### config.mk
export PLATFORM = sky130hd
export DESIGN_NAME = control_sequencer_flat
export DESIGN_NICKNAME = d
export VERILOG_FILES = /design/src/rtl/control_sequencer_if.sv /design/src/rtl/control_sequencer.sv /design/src/flat_wrapper.sv
export SDC_FILE = /design/constraint.sdc
export NUM_CORES = 1
export LEC_CHECK = 0
export BUFFER_PORTS_ARGS = -buffer_cell sky130_fd_sc_hd__buf_2
export CORE_ASPECT_RATIO = 2
export CORE_MARGIN = 5
export CORE_UTILIZATION = 38
export DETAILED_ROUTE_END_ITERATION = 12
export PLACE_DENSITY = 0.77
export SLEW_MARGIN = 30
export SYNTH_ARGS = -nofsm -noshare
export SYNTH_HDL_FRONTEND = slang
export SYNTH_SLANG_ARGS = --single-unit
### constraint.sdc
create_clock -name Clock -period 1.6 [get_ports Clock]
set_clock_uncertainty 0.15 [all_clocks]
set_input_delay 0 -clock Clock [delete_from_list [all_inputs] [get_ports Clock]]
set_output_delay 0 -clock Clock [all_outputs]
set_load 0.01 [all_outputs]
### src/rtl/control_sequencer_if.sv
// Control strobe bundle between the hardwired sequencer and the datapath.
// Master drives strobes and consumes Run/IR; slave is the datapath side.
interface control_sequencer_if #(
    parameter int NUM_REGS = 16,
    parameter int OPW      = 5
);
    logic                Run;
    logic [31:0]         IR;
    logic                PCout;
    logic                Zlowout;
    logic                ZHighout;
    logic                MDRout;
    logic                MARin;
    logic                PCin;
    logic                MDRin;
    logic                IRin;
    logic                Yin;
    logic                Zin;
    logic                LOin;
    logic                HIin;
    logic                IncPC;
    logic                Read;
    logic [NUM_REGS-1:0] Rin;
    logic [NUM_REGS-1:0] Rout;
    logic [OPW-1:0]      operation;
    logic                running;
    logic                halted;
    logic                illegal;

    modport master (
        input  Run, IR,
        output PCout, Zlowout, ZHighout, MDRout,
        output MARin, PCin, MDRin, IRin, Yin, Zin, LOin, HIin,
        output IncPC, Read, Rin, Rout, operation,
        output running, halted, illegal
    );

    modport slave (
        output Run, IR,
        input  PCout, Zlowout, ZHighout, MDRout,
        input  MARin, PCin, MDRin, IRin, Yin, Zin, LOin, HIin,
        input  IncPC, Read, Rin, Rout, operation,
        input  running, halted, illegal
    );
endinterface

### src/rtl/control_sequencer.sv
// Hardwired fetch/execute sequencer: T0..T6 state machine decoding IR
// into datapath bus selects, load enables and ALU operation codes.
module control_sequencer #(
    parameter int NUM_REGS = 16,
    parameter int OPW      = 5
) (
    input logic                  Clock,
    input logic                  Clear,
    control_sequencer_if.master  ctl
);
    typedef enum logic [3:0] {
        IDLE, T0, T1, T2, T3, T4, T5, T6, HALT
    } state_t;

    state_t state;
    state_t state_nx;
    state_t boundary;
    logic   ill_q;

    logic [4:0] opcode;
    logic [3:0] ra;
    logic [3:0] rb;
    logic [3:0] rc;
    logic       is_alu;
    logic       is_md;
    logic       is_nop;
    logic       is_hlt;
    logic       is_ill;
    logic       unused_ir;

    logic [NUM_REGS-1:0] one;

    assign opcode    = ctl.IR[31:27];
    assign ra        = ctl.IR[26:23];
    assign rb        = ctl.IR[22:19];
    assign rc        = ctl.IR[18:15];
    assign unused_ir = ^ctl.IR[14:0];

    assign is_alu = (opcode <= 5'h0B);
    assign is_md  = (opcode == 5'h0F) || (opcode == 5'h10);
    assign is_nop = (opcode == 5'h1A);
    assign is_hlt = (opcode == 5'h1B);
    assign is_ill = !(is_alu || is_md || is_nop || is_hlt);

    assign one      = NUM_REGS'(1);
    // Run only matters at instruction boundaries
    assign boundary = ctl.Run ? T0 : IDLE;

    always_ff @(posedge Clock or negedge Clear) begin
        if (!Clear) begin
            state <= IDLE;
            ill_q <= 1'b0;
        end else begin
            state <= state_nx;
            if (state == T3 && is_ill)
                ill_q <= 1'b1;
        end
    end

    always_comb begin
        state_nx      = state;
        ctl.PCout     = 1'b0;
        ctl.Zlowout   = 1'b0;
        ctl.ZHighout  = 1'b0;
        ctl.MDRout    = 1'b0;
        ctl.MARin     = 1'b0;
        ctl.PCin      = 1'b0;
        ctl.MDRin     = 1'b0;
        ctl.IRin      = 1'b0;
        ctl.Yin       = 1'b0;
        ctl.Zin       = 1'b0;
        ctl.LOin      = 1'b0;
        ctl.HIin      = 1'b0;
        ctl.IncPC     = 1'b0;
        ctl.Read      = 1'b0;
        ctl.Rin       = '0;
        ctl.Rout      = '0;
        ctl.operation = '0;
        ctl.running   = 1'b0;
        ctl.halted    = 1'b0;
        ctl.illegal   = ill_q;
        unique case (state)
            IDLE: begin
                if (ctl.Run)
                    state_nx = T0;
            end
            T0: begin
                ctl.running = 1'b1;
                ctl.PCout   = 1'b1;
                ctl.MARin   = 1'b1;
                ctl.IncPC   = 1'b1;
                ctl.Zin     = 1'b1;
                state_nx    = T1;
            end
            T1: begin
                ctl.running = 1'b1;
                ctl.Zlowout = 1'b1;
                ctl.PCin    = 1'b1;
                ctl.Read    = 1'b1;
                ctl.MDRin   = 1'b1;
                state_nx    = T2;
            end
            T2: begin
                ctl.running = 1'b1;
                ctl.MDRout  = 1'b1;
                ctl.IRin    = 1'b1;
                state_nx    = T3;
            end
            T3: begin
                ctl.running = 1'b1;
                unique case (1'b1)
                    is_alu: begin
                        ctl.Rout = one << rb;
                        ctl.Yin  = 1'b1;
                        state_nx = T4;
                    end
                    is_md: begin
                        ctl.Rout = one << ra;
                        ctl.Yin  = 1'b1;
                        state_nx = T4;
                    end
                    is_hlt: begin
                        state_nx = HALT;
                    end
                    default: begin
                        ctl.illegal = ill_q | is_ill;
                        state_nx    = boundary;
                    end
                endcase
            end
            T4: begin
                ctl.running   = 1'b1;
                ctl.Rout      = one << (is_md ? rb : rc);
                ctl.Zin       = 1'b1;
                ctl.operation = OPW'(opcode);
                state_nx      = T5;
            end
            T5: begin
                ctl.running = 1'b1;
                ctl.Zlowout = 1'b1;
                if (is_md) begin
                    ctl.LOin = 1'b1;
                    state_nx = T6;
                end else begin
                    ctl.Rin  = one << ra;
                    state_nx = boundary;
                end
            end
            T6: begin
                ctl.running  = 1'b1;
                ctl.ZHighout = 1'b1;
                ctl.HIin     = 1'b1;
                state_nx     = boundary;
            end
            HALT: begin
                ctl.halted = 1'b1;
            end
            default: begin
                state_nx = IDLE;
            end
        endcase
    end
endmodule

### src/flat_wrapper.sv
// flat-port wrapper written by rule: the top's interface ports become plain ports
module control_sequencer_flat 
#(
    parameter int NUM_REGS = 16,
    parameter int OPW      = 5
)
  (Clock, Clear, ctl_Run, ctl_IR, ctl_PCout, ctl_Zlowout, ctl_ZHighout, ctl_MDRout, ctl_MARin, ctl_PCin, ctl_MDRin, ctl_IRin, ctl_Yin, ctl_Zin, ctl_LOin, ctl_HIin, ctl_IncPC, ctl_Read, ctl_Rin, ctl_Rout, ctl_operation, ctl_running, ctl_halted, ctl_illegal);
  control_sequencer_if #(.NUM_REGS(NUM_REGS), .OPW(OPW)) ctl_i ();
  input logic Clock;
  input logic Clear;
  input wire logic [$bits(ctl_i.Run)-1:0] ctl_Run;
  input wire logic [$bits(ctl_i.IR)-1:0] ctl_IR;
  output wire logic [$bits(ctl_i.PCout)-1:0] ctl_PCout;
  output wire logic [$bits(ctl_i.Zlowout)-1:0] ctl_Zlowout;
  output wire logic [$bits(ctl_i.ZHighout)-1:0] ctl_ZHighout;
  output wire logic [$bits(ctl_i.MDRout)-1:0] ctl_MDRout;
  output wire logic [$bits(ctl_i.MARin)-1:0] ctl_MARin;
  output wire logic [$bits(ctl_i.PCin)-1:0] ctl_PCin;
  output wire logic [$bits(ctl_i.MDRin)-1:0] ctl_MDRin;
  output wire logic [$bits(ctl_i.IRin)-1:0] ctl_IRin;
  output wire logic [$bits(ctl_i.Yin)-1:0] ctl_Yin;
  output wire logic [$bits(ctl_i.Zin)-1:0] ctl_Zin;
  output wire logic [$bits(ctl_i.LOin)-1:0] ctl_LOin;
  output wire logic [$bits(ctl_i.HIin)-1:0] ctl_HIin;
  output wire logic [$bits(ctl_i.IncPC)-1:0] ctl_IncPC;
  output wire logic [$bits(ctl_i.Read)-1:0] ctl_Read;
  output wire logic [$bits(ctl_i.Rin)-1:0] ctl_Rin;
  output wire logic [$bits(ctl_i.Rout)-1:0] ctl_Rout;
  output wire logic [$bits(ctl_i.operation)-1:0] ctl_operation;
  output wire logic [$bits(ctl_i.running)-1:0] ctl_running;
  output wire logic [$bits(ctl_i.halted)-1:0] ctl_halted;
  output wire logic [$bits(ctl_i.illegal)-1:0] ctl_illegal;
  assign ctl_i.Run = ctl_Run;
  assign ctl_i.IR = ctl_IR;
  assign ctl_PCout = ctl_i.PCout;
  assign ctl_Zlowout = ctl_i.Zlowout;
  assign ctl_ZHighout = ctl_i.ZHighout;
  assign ctl_MDRout = ctl_i.MDRout;
  assign ctl_MARin = ctl_i.MARin;
  assign ctl_PCin = ctl_i.PCin;
  assign ctl_MDRin = ctl_i.MDRin;
  assign ctl_IRin = ctl_i.IRin;
  assign ctl_Yin = ctl_i.Yin;
  assign ctl_Zin = ctl_i.Zin;
  assign ctl_LOin = ctl_i.LOin;
  assign ctl_HIin = ctl_i.HIin;
  assign ctl_IncPC = ctl_i.IncPC;
  assign ctl_Read = ctl_i.Read;
  assign ctl_Rin = ctl_i.Rin;
  assign ctl_Rout = ctl_i.Rout;
  assign ctl_operation = ctl_i.operation;
  assign ctl_running = ctl_i.running;
  assign ctl_halted = ctl_i.halted;
  assign ctl_illegal = ctl_i.illegal;
  control_sequencer #(.NUM_REGS(NUM_REGS), .OPW(OPW)) u_core (.Clock(Clock), .Clear(Clear), .ctl(ctl_i));
endmodule
Word level (Yosys, flattened, before mapping)
Index checks and enable logic that the tools add are counted.

operators by class
  order comparisons = 1
  equality and inequality tests = 13
  shift-type cells = 3
  muxes and demuxes = 25
  bitwise operators = 2
  reduce and logical (&&, ||, !) cells = 13

operators by type and width
  kind                    count
  $pmux W16 S2            2
  $shl A1 B4 Y16 const A  3
  $pmux W4 S9             1
  $mux W16                2
  $eq A4 B3 Y1 const B    4
  $eq A5 B5 Y1 const B    3
  $mux W1                 15
  $mux W4                 3
  $eq A4 B2 Y1 const B    2
  $pmux W4 S2             1
  $reduce_or A7 Y1        1
  $reduce_or A2 Y1        3
  $eq A5 B4 Y1 const B    1
  $le A5 B4 Y1 const B    1
  $mux W5                 1
  $eq A4 B1 Y1 const B    1
  $eq A4 B4 Y1 const B    1
  $logic_not A4 Y1        1
  $logic_or A1 B1 Y1      4
  $reduce_or A3 Y1        1
  $ne A2 B2 Y1 const B    1
  $reduce_and A2 Y1       1
  $logic_and A1 B1 Y1     1
  $logic_not A1 Y1        1
  other kinds (2)         2

storage, ports and cells
  register bits after elaboration = 5
  bits of input ports = 35
  output and inout port bits = 54
  word-level logic and storage cells = 59

Depth between registers and ports, before layout
  depth after elaboration = 9
  depth in mapped cells = 6
  gate-level depth less buffers = 4

Worst setup path after synthesis
Ideal clock, no wire load.

  path type = reg-to-output
  start = register u_core.state[0]
  end = output ctl_Rout[3]
  arrival = 1757 ps
  path slack = -307 ps
  stages on the path, launching flop included = 6
  cells stage by stage = dfrtp_1 > or4b_1 > clkbuf_1 > nor2_2 > a21oi_1 > o41ai_1

on the way
  cells in the longest elaborated chain, start to end = 2

ends and longest elaborated chain
  item                    line                     text
  start, declared         control_sequencer.sv:15  state_t state;
  start signal, assigned  control_sequencer.sv:54  state <= state_nx;
  $eq A4 B3 Y1            control_sequencer.sv:82  unique case (state)
  $pmux W16 S2 (*)        control_sequencer.sv:82
  end, declared           flat_wrapper.sv:28       output wire logic [$bits(ctl_i.Rout)-1:0] ctl_Rout;

Mark *: on every way between the ends. The rest lies on a longest branch, timed or not.

Final worst setup path
  start = register u_core.state[0]
  end = output ctl_Rout[14]

The elaborated chain is that of the path after synthesis.

==> summary.md <==
| Metric | Value |
|---|---|
| Adder-cell share of the synthesized area | 0% |
| Number of failing hold endpoints at the final stage | 0 |
| Root buffer selected by CTS | clkbuf_8 |
| Crit-path slowest cell | or4b_4 |
| Drt total wl | 5920 um |
| Final WS setup | -570 ps |
| Number of enable flip-flop cells after synthesis | 0 |
| Critical path data required time | 1450 ps |
| Post-layout minimum cycle time | 2170 ps |
| Violations in the final reports | setup timing |
| Core outline area | 3190 um2 |
| Final sum of negative setup slack | -17730 ps |
| Synth Area in Simple Gates | 56.1% |
| Parity-gate share of the synthesized area counting xor and xnor cells | 0.690% |
| P&R area growth vs syn | 86.4% |
| Min-Delay Startpoint | ctl_Run |
| Cell types with the largest area share after synthesis | dfrtp_1 (9.9%), nor2_1 (9.5%), nand2b_1 (6.4%) |
| DRC violation count after routing | 0 |
| Critical path startpoint category | flop |
| Max-cap check violation count | 0 |
| Main synth FF type | dfrtp_1 |
| Largest family of logic cells by synthesized area | simple AND/OR/NAND/NOR gates |
| Average vias per placed instance | 5.77 |
| Antenna Violating Nets Remaining | 0 |
| Type of the worst setup path | flop to primary output |
| Buffering stage count on the worst path with inverters included | 2 |
| Max Clk Rate | 0.461 GHz |
| Via total after detailed routing | 1956 |
| Maximum fanout count along the critical path | 6 |
| Cell Rows | 29 |
| Post-DR wirelength/cell | 17.5 um |
| Clock insertion delay at the later pin of the skew report | 230 ps |
| Number of instances in the synthesized netlist | 205 |
| Crit path launch | u_core.state[0] |
| Total number of clock tree sinks | 5 |
| Most numerous cell in the Yosys netlist | nor2_1 |
| Synthesized net count | 240 |
| Average size of a mapped cell | 6.19 um2 |
| Number of port buffers | 73 |
| Diodes inserted | 0 |
| Synth area leader | dfrtp_1 |
| Power per unit of standard cell area | 908 nW/um2 |
| Synth top area share | 9.85% |
| Share of layout cells above drive strength 1 | 57.1% |
| Top Family by Delay on Critical Path | simple AND/OR/NAND/NOR gates |
| Initial Util | 39.8% |
| Proportion of synthesized chip area in sequential cells | 9.85% |
| H-tree levels | 1 |
| Measured slew at the worst slew-check pin | 443 ps |
| Final layout net count | 344 |
| Combined area of all synthesized cells | 1270 um2 |
| Pin count of the biggest net entering global routing | 16 |
| Synth Area in Compound Gates | 17.9% |
| Clk slew on worst S/H paths | 40 ps |
| Worst vdd rail ir drop | 0.764 mV |
| Routability congestion estimate | 0.979 |
| Startpoint of the worst-slack reg-to-reg timing path | u_core.state[0] |
| CTS tree | done |
| Final count of negative-setup-slack endpoints | 49 |
| YS warnings | 0 |
| Global-route wire length before repair | 8510 um |
| Worst min-delay path category | input pin to flop |
| Leading post-synthesis cells by instance count | nor2_1 (32), nand2_1 (21), nand2b_1 (13), clkbuf_1 (10), nor3_1 (10) |
| Count of pins over their slew limit | 0 |
| Unique cell type count in the Yosys netlist | 42 |
| Post-Place Worst Slack | -420 ps |
| Largest buffer count on any clock path | 2 |
| Proportion of synthesized area in mux cells | 5.52% |
| Post-detailed-placement half-perimeter wirelength | 4170 um |
| WP data arrival | 2020 ps |
| Number of synthesized register bits | 5 |
| Die outline area | 4670 um2 |
| Total global routing overflow | 0 |
| Die W | 50.9 um |
| LEAKAGE | 1.07 nW |
| Worst-case headroom to the max-slew limit | 70.5% |
| Largest incremental delay on the critical path | 600 ps |
| Global Route Usage Sum | 22.6% |
| Vias in the first global route | 1881 |
| DRC violation total after the first TritonRoute iteration | 59 |
| Final cycle utilization of the critical path | 136% |
| Num CTS Buffers | 3 |
| IO Pins | 89 |
| Result of the run | finished, violations left |
| Post-synth ARST share | 100% |
| First drt pass iteration count | 4 |
| Crit end category | primary output |
| Number of antenna violations at the first check in global routing | 0 |
| Die height | 91.8 um |
| Cell breakdown of the critical path | or4b_4 > buf_6 > or4_4 > o211ai_1 > buf_2 |
| RSZ-0062 raised after global routing | yes |
-- cells in the final DEF, fill, tap and decap left out, drive strengths merged, types with 2 or more instances in the layout --
cell type | Yosys | final
buf | 14 | 121
nand2 | 21 | 21
and2 | 6 | 6
a21oi | 4 | 4
nand3 | 9 | 9
a31o | 2 | 2
or2 | 3 | 3
o21ai | 10 | 10
nor3b | 3 | 3
nor3 | 10 | 10
nand4bb | 2 | 2
nor4 | 9 | 9
or4 | 2 | 2
nor2b | 9 | 9
a21o | 2 | 2
mux2i | 7 | 7
o211ai | 3 | 3
dlygate4sd3 | 0 | 2
o221ai | 5 | 5
nor2 | 33 | 33
clkbuf | 10 | 3
dfrtp | 5 | 5
inv | 2 | 2
a22oi | 2 | 2
nand2b | 13 | 13
and3 | 2 | 2
nand4 | 6 | 6
-- registers in the layout, summed over array words and instances (netlist names) --
| name | count |
|---|---|
| u_core.ill_q | 1 |
| u_core.state | 4 |
-- timing repair --
action	in CTS	in global routing
gates resized for setup	24	34
endpoints found under the setup margin	46	54
hold buffers	2	0
pin swaps	8	9
buffers inserted	6	12
cloned	1	0
endpoints found under the hold margin	5	0
-- worst reg2reg max path, delay by kind of cell (launching register included) --
family / cells / cell delay [ps]
AO/OA/AOI/OAI: 1 / 160
flip-flops: 1 / 380
buffers and inverters: 2 / 290
AND/OR/NAND/NOR: 2 / 690
-- where the power goes --
group	internal [mW]	switching (mW)	total, mW
combinational	0.864	0.828	1.69
clock	0.168	0.0761	0.245
sequential	0.176	0.0374	0.214
-- routing by layer --
metal	up-vias	GRT usage, %	share of wire (%)
li1	947	-	-
met1	898	20.7	31
met2	83	42.3	56
met3	28	2.92	5.0
met4	0	16.0	7.5
met5	-	0	0
-- cell type report --
class	instances	area [um2]
inverter	2	7.51
timing repair buffer	123	857
clock buffer	3	41.3
clock inverter	1	5.00
sequential	5	125
multi-input combinational	174	1290
fill	248	826
tap	31	38.8
-- cells by family (layout without fill, tap and decap cells) --
family | count (synthesis) | after routing
simple gates | 133 | 133
compound gates | 33 | 33
buf+inv | 26 | 129
mux | 7 | 7
flops | 5 | 5
xor+xnor | 1 | 1
-- path summary, 6_finish.rpt --
path / endpoint / slack, ps / depth (start not counted)
max in group asynchronous: u_core.ill_q / 560 / 3
hold reg to reg: u_core.ill_q / 350 / 1
setup reg to reg: u_core.ill_q / -140 / 5
hold / removal: u_core.state[0] / 60 / 5
setup / recovery: ctl_Rout[14] / -570 / 5
min in group asynchronous: u_core.state[1] / 540 / 3
-- per-stage QoR --
| stage | util, % | hold WS, ps | area [um2] | power [mW] | std cells |
|---|---|---|---|---|---|
| floorplan | - | -446 | 1400 | 0.971 | 205 |
| global placement | 59.4 | -334 | 1900 | 1.30 | 314 |
| detailed placement | 59.4 | -334 | 1900 | 1.32 | 314 |
| CTS | 67.0 | 66.0 | 2140 | 1.78 | 327 |
| global route | 74.1 | 104 | 2370 | 2.28 | 339 |
| finish | 74.1 | 64.7 | 2370 | 2.15 | 339 |
Note: power is estimated with default switching activity, not from simulation.
